[src/rtl/t05_code_unpack_pkg.sv]
// Shared t05 definitions: code/byte widths, buffer width and the packer/unpacker state encoding.
package t05_code_unpack_pkg;

  localparam int unsigned T05_CODE_W = 7;
  localparam int unsigned T05_BYTE_W = 8;
  localparam int unsigned T05_BUF_W  = T05_CODE_W + T05_BYTE_W;

  typedef enum logic [1:0] {
    ST_RUN   = 2'd0,
    ST_DRAIN = 2'd1,
    ST_DONE  = 2'd2
  } t05_state_e;

endpackage

[src/rtl/t05_code_unpack.sv]
// Byte-to-code unpacker: MSB-first bit buffer refilled by bytes, drained as CODE_W-bit codes,
// with an end-of-stream tail that flushes the buffer and reports the discarded residue.
module t05_code_unpack
  import t05_code_unpack_pkg::*;
#(
  parameter int unsigned CODE_W = T05_CODE_W,
  parameter int unsigned BYTE_W = T05_BYTE_W,
  localparam int unsigned BUF_W = CODE_W + BYTE_W,
  localparam int unsigned CNT_W = $clog2(BUF_W + 1),
  localparam int unsigned TC_W  = $clog2(CODE_W + 1)
) (
  input  logic              clk,
  input  logic              nrst,
  input  logic              en,
  input  logic              clear,
  input  logic [BYTE_W-1:0] byte_in,
  input  logic              byte_valid,
  output logic              byte_ready,
  input  logic [CODE_W-1:0] tail_data,
  input  logic [TC_W-1:0]   tail_count,
  input  logic              tail_valid,
  output logic              tail_ready,
  output logic [CODE_W-1:0] code_out,
  output logic              code_valid,
  input  logic              code_ready,
  output logic              done,
  output logic [TC_W-1:0]   residue_count
);

  localparam logic [CNT_W-1:0] CODE_N = CNT_W'(CODE_W);
  localparam logic [CNT_W-1:0] BYTE_N = CNT_W'(BYTE_W);

  t05_state_e        state_q, state_d;
  logic [BUF_W-1:0]  buf_q, buf_d;
  logic [CNT_W-1:0]  cnt_q, cnt_d;
  logic              done_q, done_d;
  logic [TC_W-1:0]   res_q, res_d;
  logic              run_ok_q, run_ok_d;

  logic [BUF_W-1:0]  aligned;
  logic [CNT_W-1:0]  cnt_left;
  logic [CODE_W-1:0] tail_mask;
  logic              room;

  always_comb begin
    state_d  = state_q;
    buf_d    = buf_q;
    cnt_d    = cnt_q;
    done_d   = done_q;
    res_d    = res_q;
    run_ok_d = run_ok_q;

    // run_ok keeps both ready outputs low until the first enabled cycle after reset
    room       = run_ok_q && (state_q == ST_RUN) && (cnt_q < CODE_N) && !clear;
    byte_ready = room;
    tail_ready = room && !byte_valid;
    code_valid = (state_q != ST_DONE) && (cnt_q >= CODE_N);

    aligned  = buf_q >> (cnt_q - CODE_N);
    code_out = code_valid ? aligned[CODE_W-1:0] : '0;

    cnt_left  = cnt_q - CODE_N;
    tail_mask = ~({CODE_W{1'b1}} << tail_count);

    if (en) begin
      run_ok_d = 1'b1;
      done_d   = 1'b0;
      if (clear) begin
        buf_d   = '0;
        cnt_d   = '0;
        state_d = ST_RUN;
      end else begin
        unique case (state_q)
          ST_RUN: begin
            // byte/tail acceptance needs cnt < CODE_W, so it never overlaps a code transfer
            if (code_valid && code_ready) begin
              cnt_d = cnt_left;
              buf_d = buf_q & ~({BUF_W{1'b1}} << cnt_left);
            end else if (byte_ready && byte_valid) begin
              buf_d = {buf_q[BUF_W-BYTE_W-1:0], byte_in};
              cnt_d = cnt_q + BYTE_N;
            end else if (tail_ready && tail_valid) begin
              buf_d   = (buf_q << tail_count) | BUF_W'(tail_data & tail_mask);
              cnt_d   = cnt_q + CNT_W'(tail_count);
              state_d = ST_DRAIN;
            end
          end
          ST_DRAIN: begin
            if (code_valid) begin
              if (code_ready) begin
                cnt_d = cnt_left;
                buf_d = buf_q & ~({BUF_W{1'b1}} << cnt_left);
              end
            end else begin
              done_d  = 1'b1;
              res_d   = cnt_q[TC_W-1:0];
              buf_d   = '0;
              cnt_d   = '0;
              state_d = ST_DONE;
            end
          end
          ST_DONE:  state_d = ST_RUN;
          default:  state_d = ST_RUN;
        endcase
      end
    end
  end

  always_ff @(posedge clk or negedge nrst) begin
    if (!nrst) begin
      state_q  <= ST_RUN;
      buf_q    <= '0;
      cnt_q    <= '0;
      done_q   <= 1'b0;
      res_q    <= '0;
      run_ok_q <= 1'b0;
    end else begin
      state_q  <= state_d;
      buf_q    <= buf_d;
      cnt_q    <= cnt_d;
      done_q   <= done_d;
      res_q    <= res_d;
      run_ok_q <= run_ok_d;
    end
  end

  assign done          = done_q;
  assign residue_count = res_q;

endmodule

[config.mk]
export PLATFORM = sky130hd
export DESIGN_NAME = t05_code_unpack
export DESIGN_NICKNAME = d
export VERILOG_FILES = /design/src/rtl/t05_code_unpack_pkg.sv /design/src/rtl/t05_code_unpack.sv
export SDC_FILE = /design/constraint.sdc
export NUM_CORES = 1
export LEC_CHECK = 0
export BUFFER_PORTS_ARGS = -buffer_cell sky130_fd_sc_hd__buf_2
export CORE_AREA = 2 2 86 88
export CTS_CLUSTER_DIAMETER = 150
export DETAILED_ROUTE_END_ITERATION = 8
export DIE_AREA = 0 0 88 90
export HOLD_SLACK_MARGIN = 0.12
export MAX_ROUTING_LAYER = met4
export PLACE_DENSITY_LB_ADDON = 0.05
export SYNTH_ARGS = -nofsm -noshare
export SYNTH_HDL_FRONTEND = slang
export SYNTH_SLANG_ARGS = --single-unit
[constraint.sdc]
create_clock -name clk -period 9 [get_ports clk]
set_input_delay 2.7 -clock clk [delete_from_list [all_inputs] [get_ports clk]]
set_output_delay 2.7 -clock clk [all_outputs]
set_load 0.05 [all_outputs]
# Word-level counts from Yosys, hierarchy flattened
# Cells that the tools add are included.
# classes
n_addsub	3
order_cmp	2
n_eq_ne	8
shift	4
n_mux	24
bitwise	7
reduce_logical	15
# op_table
cell	count
$mux 15	6
$pmux 15 s2	1
$mux 4	6
$and 15x15->15	1
$not 15->15	1
$or 15x7->15	1
$shl 15x3->15	1
$shl 15x4->15 const A	1
$shr 15x4->7	1
$mux 2	5
$ne 3x3->1 const B	3
$logic_and 1x1->1	8
$pmux 4 s2	1
$reduce_and 4->1	2
$and 7x7->7	1
$mux 7	1
$not 7->7	1
$shl 7x3->7 const A	1
$ne 5x2->1 const B	1
$reduce_and 5->1	1
$add 4x3->4	1
$add 4x4->4 const B	1
$ge 4x3->1 const B	1
$lt 4x3->1 const B	1
other kinds (11)	15
# totals
register_bits	26
input_bits	25
wordCells	69

# Longest topological paths before layout
# depth
depth_word	11
mapped_depth	10
ltp_nobuf	8

# Worst setup path after synthesis
# No wires, ideal clock.
# synth_timing
path_type	input to output
startpoint	input clear
endpoint	output tail_ready
arrival_time_ps	4422
t_required_ps	6300
slack_ps	1878
cell_stages	4
cell_sequence	buf_6 nor3_4 and3_1 nor2b_1
# synth_via
elab_chain_cells	3
# synth_rtl
element	line	source
start, declared	t05_code_unpack.sv:15	input logic clear,
$logic_not 1->1	t05_code_unpack.sv:54	room = run_ok_q && (state_q == ST_RUN) && (cnt_q < CODE_N) && !clear;
$logic_and 1x1->1	t05_code_unpack.sv:54	
via byte_ready	t05_code_unpack.sv:18	output logic byte_ready,
$logic_and 1x1->1	t05_code_unpack.sv:56	tail_ready = room && !byte_valid;
end, declared	t05_code_unpack.sv:22	output logic tail_ready,
# The timed path passes the listed nets, and every way through them passes these cells.

# Worst setup path in the final report
# layout_timing
startpoint	input clear
endpoint	output tail_ready
# layout_via
elab_chain_cells	3
# layout_rtl
element	line
$logic_not 1->1	t05_code_unpack.sv:54
$logic_and 1x1->1	t05_code_unpack.sv:54
$logic_and 1x1->1	t05_code_unpack.sv:56
# Every way passes these cells.

==> flow_metrics.tcl <==
set metrics [dict create \
    status "finished, final reports clean" \
    worstMarginPinSlew_ps 814 \
    dpl_cell_area_mm2 0.00323 \
    clock-sinks 26 \
    fillCellCount 716 \
    num_vias 2805 \
    overflow 0 \
    ys_seq_area_share_pct 21.1 \
    ios 39 \
    wl_met1_mm 4.34 \
    wl_met3_um 569 \
    placed_cells 456 \
    r2r_start "cnt_q[0]" \
    cts_resized 0 \
    ant_nets 0 \
    hold_end "residue_count[0]" \
    arrival_ps 3790 \
    cts_setup_buffers 0 \
    rsz0062_at_grt "no" \
    slew_headroom_pct 45.4 \
    met2RoutedLength_mm 4.29 \
    syn_inst 344 \
    yosysTopAreaCell "dfrtp_1" \
    netlist_area_mm2 0.00308 \
    grt_first_pass_wirelength_mm 15.1 \
    r2r_slack_ps 5780 \
    min_path_type "register to register" \
    hold_viol_final 0 \
    netlist_top_cells_area "dfrtp_1 21%, mux2i_1 8.1%, mux2_2 6.6%, mux4_2 4.4%, a21oi_1 3.7%" \
    whs_path_depth 2 \
    place.gp.congestion 0.878 \
    cts_inserted_buffers 3 \
    ys.warnings.count 0 \
    drc 0 \
    min_period_over_period_pct 72.2 \
    cts.clk_slew.worst_paths_ps 90 \
    cts_root_buffer "clkbuf_8" \
    rows 31 \
    grt_max_degree 27 \
    hpwl_mm 6.60 \
    grt_pass1_vias 2773 \
    final_cells 459 \
    clock_latency_ps 280 \
    power_density_mw_per_mm2 271 \
    layout_common_cells "38 x buf_2, 28 x nor2_1, 26 x dfrtp_1, 25 x mux2i_1" \
    fp.dieArea_mm2 0.00792 \
    synth_edf_count 0 \
    cp_max_fo 10 \
    dieWidth_um 88 \
    highest_layer "met4" \
    place_ws_ps 2490 \
    clock_path_buffers 2 \
    tritoncts "done" \
    slew_viol_final 0 \
    worst_slack_ps 2510 \
    finalNetCount 395 \
    coreArea_mm2 0.00702 \
    setup_violations 0 \
    ys_types 75 \
    grt_usage_pct 25.1 \
    drt_iter0_markers 232 \
    drv_cap 0 \
    avgSynthCellArea_um2 8.95 \
    critPathLaunchType "input pin" \
    via_per_inst 6.11 \
    setup.worst_path.end_class "output pin" \
    wl_per_cell_um 20.3 \
    r2r_cells 6 \
    numPortBuffers 38 \
    antenna_found_initial 0 \
    r2r-end "buf_q[1]" \
    start_util_pct 43.9 \
    ys_ff_latch 26 \
    power.leakage_nw 1.38 \
    final_common_cell "buf_2" \
    synthFlopType "dfrtp_1" \
    cts-htree-levels 1 \
    synthArstFlopShare_pct 100 \
    hold_start "residue_count[0]" \
    final_cell_area_mm2 0.00327 \
    drive_above_1_share_pct 24.4 \
    insertedDiodeCount 0 \
    synth_top_area_share_pct 21.1 \
    syn_to_final_growth_pct 6.13 \
    finClkSkew_ps 12.5 \
    wirelength_mm 9.31 \
    worstSetupPathType "input pin to output pin" \
    period_needed_ps 6490 \
    ir_worst_vdd_mv 0.128 \
    max_freq_ghz 0.154 \
    synthesis.nets 377 \
    hold_buffers 0 \
    setup_tns_ps 0 \
    drt_first_pass_iters 4 \
    required_ps 6300 \
    die_h_um 90 \
]
[cell type report]
type / instances / area (um^2) / share of cell area [%]
clock buffer: 3 / 41.3 / 1.26
sequential: 26 / 651 / 19.9
multi-input combinational: 275 / 2190 / 67.0
tap: 99 / 124 / 3.79
timing repair buffer: 39 / 198 / 6.05
inverter: 17 / 63.8 / 1.95
[kinds of logic after synthesis]
group | count (synthesis) | share of synthesized area [%]
AND/OR/NAND/NOR | 95 | 16.7
buffers and inverters | 43 | 7.72
adder cells (fa/ha/maj) | 8 | 3.49
XOR/XNOR | 3 | 1.10
multiplexers | 54 | 22.6
flip-flops | 26 | 21.1
AO/OA/AOI/OAI | 115 | 27.3
[worst max-delay path, stage by stage]
cell     delay [ps]
buf_2           170
nor3_4          340
and3_1          210
nor2b_1         110
buf_2           260
[power by group]
group          leakage (nW)  internal [mW]  switching [mW]  total (mW)
clock network        0.0216         0.0301          0.0394      0.0695
logic                  1.02          0.229           0.343       0.572
registers             0.343          0.151          0.0955       0.246
total                  1.38          0.409           0.478       0.887
[layer usage]
| layer | GRT usage, % | up-vias |
|---|---|---|
| met2 | 37.3 | 91 |
| met3 | 3.12 | 10 |
| met1 | 36.6 | 1356 |
| li1 | - | 1348 |
| met4 | 5.64 | 0 |
| met5 | - | - |
[through the flow]
step                      utilization (%)  hold slack, ps  total power [mW]
after floorplan                         -             508             0.683
after global placement               46.0             477             0.815
after detailed placement             46.0             472             0.813
after CTS                            46.6             498             0.886
after global routing                 46.6             529             0.954
final                                46.6             498             0.887
[flip-flops by register name (all words and copies together), names as in the netlist]
register / cells
buf_q: 15
cnt_q: 4
done: 1
residue_count: 3
run_ok_q: 1
state_q: 2
[worst max path at each step]
stage	from	to	slack (ps)	depth (start not counted)
final	clear	tail_ready	2510	5
after detailed placement	clear	tail_ready	2490	5
after global routing	cnt_q[0]	code_out[2]	2260	8
after CTS	clear	tail_ready	2490	5
after floorplan	clear	tail_ready	1880	4
after global placement	clear	tail_ready	2530	5
[cell usage after synthesis, types with 2 or more instances]
library cell	number
mux4_1	3
nor2_1	28
or2_2	2
mux2i_1	25
a22oi_1	2
ha_1	7
a211oi_1	10
and3_1	2
a21o_1	4
xor2_1	2
o31ai_1	3
nand2b_1	4
o211ai_1	5
nand3_1	4
dfrtp_1	26
a2bb2oi_1	2
o21ai_0	19
buf_4	3
mux2_4	2
inv_1	16
o32ai_1	6
buf_6	7
a22o_1	4
o2bb2ai_1	4
nand2_1	23
mux2_2	18
nor2b_1	4
o22ai_1	3
a31oi_1	6
o41ai_1	3
buf_2	10
nand4b_1	2
nor3_1	4
nor3_4	2
nor4_1	2
nand3_2	2
mux4_2	6
a21oi_1	23
nor3b_1	3
o21ai_1	4
clkbuf_1	5
(Power assumes the default switching activity.)
